[config.mk]
export PLATFORM = sky130hd
export DESIGN_NAME = posicionador_pecas_param
export DESIGN_NICKNAME = d
export VERILOG_FILES = /design/src/rtl/posicionador_pecas_param.sv
export SDC_FILE = /design/constraint.sdc
export NUM_CORES = 1
export LEC_CHECK = 0
export ABC_AREA = 1
export BUFFER_PORTS_ARGS = -buffer_cell sky130_fd_sc_hd__buf_2
export CAP_MARGIN = 20
export CORE_ASPECT_RATIO = 2
export CORE_MARGIN = 5
export CORE_UTILIZATION = 40
export DETAILED_ROUTE_END_ITERATION = 8
export GPL_TIMING_DRIVEN = 0
export PLACE_DENSITY_LB_ADDON = 0.15
export SLEW_MARGIN = 25
export SYNTH_ARGS = -nofsm -noshare
export SYNTH_HDL_FRONTEND = slang
export SYNTH_SLANG_ARGS = --single-unit
[constraint.sdc]
create_clock -name clk -period 2.7 [get_ports clk]
set_clock_uncertainty 0.15 [all_clocks]
set_input_delay 0.135 -clock clk [delete_from_list [all_inputs] [get_ports clk]]
set_output_delay 0.135 -clock clk [all_outputs]
set_load 0.01 [all_outputs]
[src/rtl/posicionador_pecas_param.sv]
// Piece-placement controller for the Batalha Naval setup phase: walks each player
// through direction, orientation and X/Y selection, then handshakes with validator and memory.
module posicionador_pecas_param #(
  parameter int BOARD_W = 8,
  parameter int COORD_W = 4,
  parameter int N_TIPOS = 5,
  parameter int QTD_W = 3,
  parameter logic [N_TIPOS*QTD_W-1:0] QTD_TIPOS = {3'd1, 3'd1, 3'd2, 3'd2, 3'd5},
  parameter int N_ORIENT = 5
) (
  input  logic               clk,
  input  logic               reset,
  input  logic               enable,
  input  logic               enter_n,
  input  logic               select_n,
  input  logic               mode,
  input  logic [BOARD_W-1:0] sw,
  input  logic               conflito,
  input  logic               val_done,
  input  logic               wr_ack,
  output logic [COORD_W-1:0] X1,
  output logic [COORD_W-1:0] Y1,
  output logic [2:0]         tipo,
  output logic [QTD_W-1:0]   qtd,
  output logic               direcao,
  output logic [2:0]         orientacao,
  output logic               jogador,
  output logic               valida,
  output logic               grava,
  output logic               ready,
  output logic               erro,
  output logic [2:0]         estado
);

  localparam logic [2:0] IDLE   = 3'd0;
  localparam logic [2:0] DIR    = 3'd1;
  localparam logic [2:0] ORIENT = 3'd2;
  localparam logic [2:0] DEF_X  = 3'd3;
  localparam logic [2:0] DEF_Y  = 3'd4;
  localparam logic [2:0] VALIDA = 3'd5;
  localparam logic [2:0] GRAVA  = 3'd6;
  localparam logic [2:0] PRONTO = 3'd7;

  logic [2:0] state;

  logic enter_p0, enter_p1, enter_p2, enter_pulse_p3;
  logic select_p0, select_p1, select_p2, select_pulse_p3;
  logic ent, sel;
  logic [QTD_W:0] qtd_inc;

  function automatic logic is_one_hot(input logic [BOARD_W-1:0] v);
    return (v != '0) && ((v & (v - BOARD_W'(1))) == '0);
  endfunction

  // Bit BOARD_W-1 is coordinate 1, bit 0 is coordinate BOARD_W.
  function automatic logic [COORD_W-1:0] coord_of(input logic [BOARD_W-1:0] v);
    logic [COORD_W-1:0] c;
    c = '0;
    for (int i = 0; i < BOARD_W; i++)
      if (v[i]) c = COORD_W'(BOARD_W - i);
    return c;
  endfunction

  function automatic logic [QTD_W-1:0] count_of(input logic [2:0] t);
    logic [QTD_W-1:0] c;
    c = '0;
    for (int i = 0; i < N_TIPOS; i++)
      if (t == 3'(i)) c = QTD_TIPOS[i*QTD_W +: QTD_W];
    return c;
  endfunction

  // Stage p0/p1: synchronisers; p2: delay for edge detect; p3: registered press pulse
  always_ff @(posedge clk) begin
    if (reset) begin
      enter_p0        <= 1'b1;
      enter_p1        <= 1'b1;
      enter_p2        <= 1'b1;
      enter_pulse_p3  <= 1'b0;
      select_p0       <= 1'b1;
      select_p1       <= 1'b1;
      select_p2       <= 1'b1;
      select_pulse_p3 <= 1'b0;
    end else begin
      enter_p0        <= enter_n;
      enter_p1        <= enter_p0;
      enter_p2        <= enter_p1;
      enter_pulse_p3  <= enter_p2 & ~enter_p1;
      select_p0       <= select_n;
      select_p1       <= select_p0;
      select_p2       <= select_p1;
      select_pulse_p3 <= select_p2 & ~select_p1;
    end
  end

  // Enter wins over a simultaneous select.
  assign ent = enable & enter_pulse_p3;
  assign sel = enable & select_pulse_p3 & ~enter_pulse_p3;
  assign qtd_inc = {1'b0, qtd} + {{QTD_W{1'b0}}, 1'b1};

  always_ff @(posedge clk) begin
    if (reset) begin
      state      <= IDLE;
      X1         <= '0;
      Y1         <= '0;
      tipo       <= '0;
      qtd        <= '0;
      direcao    <= 1'b0;
      orientacao <= '0;
      jogador    <= 1'b0;
      erro       <= 1'b0;
    end else if (enable) begin
      case (state)
        IDLE: state <= DIR;
        DIR: begin
          if (ent) state <= ORIENT;
          else if (sel) direcao <= ~direcao;
        end
        ORIENT: begin
          if (ent) state <= DEF_X;
          else if (sel) orientacao <= (orientacao == 3'(N_ORIENT - 1)) ? 3'd0 : orientacao + 3'd1;
        end
        DEF_X: begin
          if (ent) begin
            if (is_one_hot(sw)) begin
              X1    <= coord_of(sw);
              erro  <= 1'b0;
              state <= DEF_Y;
            end else begin
              erro <= 1'b1;
            end
          end
        end
        DEF_Y: begin
          if (ent) begin
            if (is_one_hot(sw)) begin
              Y1    <= coord_of(sw);
              erro  <= 1'b0;
              state <= VALIDA;
            end else begin
              erro <= 1'b1;
            end
          end
        end
        VALIDA: begin
          if (val_done) state <= conflito ? DEF_X : GRAVA;
        end
        GRAVA: begin
          if (wr_ack) begin
            if (qtd_inc < {1'b0, count_of(tipo)}) begin
              qtd   <= qtd_inc[QTD_W-1:0];
              state <= DIR;
            end else begin
              qtd <= '0;
              if (tipo != 3'(N_TIPOS - 1)) begin
                tipo  <= tipo + 3'd1;
                state <= DIR;
              end else if (mode && !jogador) begin
                jogador <= 1'b1;
                tipo    <= '0;
                state   <= DIR;
              end else begin
                state <= PRONTO;
              end
            end
          end
        end
        default: state <= PRONTO;
      endcase
    end
  end

  assign valida = (state == VALIDA);
  assign grava  = (state == GRAVA);
  assign ready  = (state == PRONTO);
  assign estado = state;

endmodule

==> reports/results.md <==
| Item | Value | Unit |
| --- | --- | --- |
| Critical path's slowest cell | sky130_fd_sc_hd__dfxtp_1 | - |
| Register-to-register setup slack | 0.50 | ns |
| Final non-filler cell total | 345 | - |
| Family of cells with the greatest summed delay on the critical path | simple AND/OR/NAND/NOR gates | - |
| Signed area change from the synthesized netlist to the final layout | 26.0 | % |
| Worst Path Required | 2.72 | ns |
| Most common cell in the netlist | sky130_fd_sc_hd__nand2_1 | - |
| Yosys top cell by area | sky130_fd_sc_hd__dfxtp_1 | - |
| DRT iter0 DRCs | 18 | - |
| Transition time at the pin with the least slew margin | 0.489 | ns |
| Maximum buffer depth of the clock tree | 2 | - |
| Mean cell area of the mapped netlist | 7.13 | sq um |
| Worst Hold Depth | 3 | - |
| First-pass DRT Iterations | 4 | - |
| First-pass GRT wire length | 6500 | um |
| Power Dens Cells | 602 | nW/um^2 |
| Most prevalent standard cell on the critical path | sky130_fd_sc_hd__nand2_1 | - |
| Status | finished, final reports clean | - |
| Unique cell type count in the Yosys netlist | 31 | - |
| FF+latch count, synth | 31 | - |
| Register Area | 621 | sq um |
| Cell-by-cell listing of the critical path | ha_1 > ha_1 > nor2_1 > nand4_1 > ha_1 > nand2_1 > inv_1 > nand2_1 > nand2_2 > nand2_1 > nand2_1 > nor2_1 > nor2_2 | - |
| Most used flip-flop cell after synthesis | sky130_fd_sc_hd__dfxtp_1 | - |
| Worst setup EP type | flop | - |
| WL met2 | 2130 | um |
| Area of the core | 4090 | sq um |
| Clock input transition at the sequential cells of the worst setup and hold paths | 0.07 | ns |
| Critical R2R Launch | tipo[0] | - |
| Chip height | 102 | um |
| Number of violations of the max-capacitance limit | 0 | - |
| Final number of setup-violating endpoints | 0 | - |
| Final period utilization | 81.3 | % |
| Post-synthesis instance area | 1690 | sq um |
| Number of input and output port buffers inserted | 42 | - |
| Die area | 5700 | sq um |
| Drt drc | 0 | - |
| Hold EP | X1[3] | - |
| Layout fillers | 431 | - |
| Maximum achievable frequency | 0.455 | GHz |
| Top layer reached by signal wires | met4 | - |
| Antenna-violating nets left | 0 | - |
| Number of buffers inserted during clock tree synthesis | 5 | - |
| Global routing usage summed across all routing layers | 14.1 | % |
| Crit-path max cell delay | 0.34 | ns |
| Area occupied by multi-input gates | 907 | sq um |
| Pin count of the biggest net entering global routing | 11 | - |
| Post-synthesis sequential area ratio | 36.7 | % |
| CTS tree | yes | - |
| Latest clock arrival within the worst-skew pair | 0.27 | ns |
| Biggest area contributors in the synthesized netlist | sky130_fd_sc_hd__dfxtp_1 (37%), sky130_fd_sc_hd__nand2_1 (10%), sky130_fd_sc_hd__ha_1 (7.4%), sky130_fd_sc_hd__inv_1 (7.1%), sky130_fd_sc_hd__nor2_1 (6.4%) | - |
| Root Driver | sky130_fd_sc_hd__clkbuf_8 | - |
| CP Data Arrival Time | 2.22 | ns |
| Die boundary width | 56.0 | um |
| Ys async rst share | 0 | % |
| CTS H-Tree Depth | 2 | - |
| Final net count | 319 | - |
| Final hold viol count | 0 | - |
| Cell leakage power | 0.00109 | uW |
| DP HPWL | 3110 | um |
| Rows | 33 | - |
| Synth cell count leaders | sky130_fd_sc_hd__nand2_1 (45), sky130_fd_sc_hd__inv_1 (32), sky130_fd_sc_hd__dfxtp_1 (31) | - |
| Net count after synthesis | 264 | - |
| Hold WS | 0.0704 | ns |
| Final Routed Wirelength | 3780 | um |
| Start-to-end type of the worst setup path | reg2reg | - |
| Number of instances resized during post-cts repair | 0 | - |
| Fraction of final layout cells sized beyond drive strength 1 | 27.6 | % |
| Yosys warns | 0 | - |
| Post-Route Setup TNS | 0 | ns |
| Post-CTS setup buffer count | 0 | - |
| Met3 WL | 209 | um |
| Synth Instances | 237 | - |
| Hold-fix buffers, CTS | 6 | - |
| Total I/O pin count | 43 | - |
| Initial antenna violation count | 0 | - |
| Relative slew margins | 67.4 | % |
| Inserted Diodes | 0 | - |
| Avg WL per Cell | 11.0 | um |
| Via count | 1629 | - |
| Number of global-route vias before repair | 1532 | - |
| Final critical path time including I/O delays and setup | 2.20 | ns |
| Area fraction of the dominant cell type after synthesis | 36.7 | % |
| Starting density of the core | 41.4 | % |
| RD Place Congestion | 0.784 | - |
| Number of enable flip-flop cells after synthesis | 0 | - |
| Worst Setup Start Kind | flop | - |
| Worst hold path startpoint | sw[0] | - |
| Total placed cells including tap cells | 331 | - |
| Path depth of the worst reg2reg path | 13 | - |
| Via count normalized by instance count | 4.72 | - |
| RR Endpoint | estado[1] | - |
| Worst min-delay path category | in2reg | - |
| Number of clock sinks | 31 | - |
| Routed met1 length | 1390 | um |
| Crit path max fanout | 5 | - |
| Buf/Inv on CP | 1 | - |
| Worst supply voltage drop on vdd | 481 | uV |
| Leftover overflow at the end of global routing | 0 | - |
| Number of pins with negative max-slew slack in the final report | 0 | - |
| RSZ-0062 raised after global routing | false | - |
-- through the flow --
stage	power [uW]	util (%)	area, sq um	setup slack [ns]
global route	1370	52.1	2130	0.258
detailed placement	890	48.1	1970	0.482
global placement	888	48.1	1970	0.472
finish	1280	52.1	2130	0.504
floorplan	786	-	1690	0.663
CTS	1300	52.1	2130	0.481
-- cells by family after synthesis --
kind of cell / after synthesis / share of synthesized area (%)
fa+ha+maj: 10 / 7.40
compound gates: 40 / 13.3
simple gates: 111 / 32.0
buf+inv: 43 / 9.62
xor+xnor: 2 / 1.04
flops: 31 / 36.7
-- registers in the layout, summed over array words and instances (netlist names), 3 cells and up --
name and flops:
orientacao 3, X1 4, estado 3, qtd 3, tipo 3, Y1 4
-- report_power, final --
group | internal [uW] | switching (uW) | total (uW)
registers | 486 | 45.7 | 532
clock network | 232 | 163 | 394
logic | 133 | 224 | 357
total | 850 | 432 | 1280
-- per-layer routing --
metal,GRT usage [%],up-vias
met2,28.0,34
met5,0,-
met3,3.41,5
met4,4.94,0
met1,13.7,722
li1,-,868
-- layout make-up --
cell class,instances,area share (%)
tap,52,3.06
multi-input combinational,163,42.6
clock inverter,1,0.353
clock buffer,7,4.52
buffer,2,0.411
inverter,41,7.23
timing repair buffer,48,12.7
sequential,31,29.1
-- layout by cell type, fill, tap and decap left out, types with 7 or more instances in the layout --
master and n:
sky130_fd_sc_hd__nand2_1 45, sky130_fd_sc_hd__buf_2 43, sky130_fd_sc_hd__inv_1 32, sky130_fd_sc_hd__dfxtp_1 31, sky130_fd_sc_hd__nor2_1 29, sky130_fd_sc_hd__a21oi_1 17, sky130_fd_sc_hd__ha_1 10, sky130_fd_sc_hd__o21ai_0 9
sky130_fd_sc_hd__nand4_1 8, sky130_fd_sc_hd__inv_2 8, sky130_fd_sc_hd__o21ai_1 8, sky130_fd_sc_hd__nand3_1 7, sky130_fd_sc_hd__clkbuf_8 7
-- worst max path at each step --
stage | startpoint | endpoint | cells past startpoint
global route | tipo[0] | estado[1] | 13
floorplan | tipo[0] | estado[1] | 13
global placement | tipo[0] | estado[1] | 13
finish | tipo[0] | estado[1] | 13
CTS | tipo[0] | estado[1] | 13
detailed placement | tipo[0] | estado[1] | 13
-- worst reg2reg max path, cell delays in order, from the launching register on --
cell	delay (ns)
sky130_fd_sc_hd__dfxtp_1	0.34
sky130_fd_sc_hd__ha_1	0.22
sky130_fd_sc_hd__ha_1	0.19
sky130_fd_sc_hd__nor2_1	0.13
sky130_fd_sc_hd__nand4_1	0.11
sky130_fd_sc_hd__ha_1	0.29
sky130_fd_sc_hd__nand2_1	0.06
sky130_fd_sc_hd__inv_1	0.03
sky130_fd_sc_hd__nand2_1	0.12
sky130_fd_sc_hd__nand2_2	0.12
sky130_fd_sc_hd__nand2_1	0.11
sky130_fd_sc_hd__nand2_1	0.06
sky130_fd_sc_hd__nor2_1	0.13
sky130_fd_sc_hd__nor2_2	0.05
No activity file was read; power rests on OpenSTA's default activity.
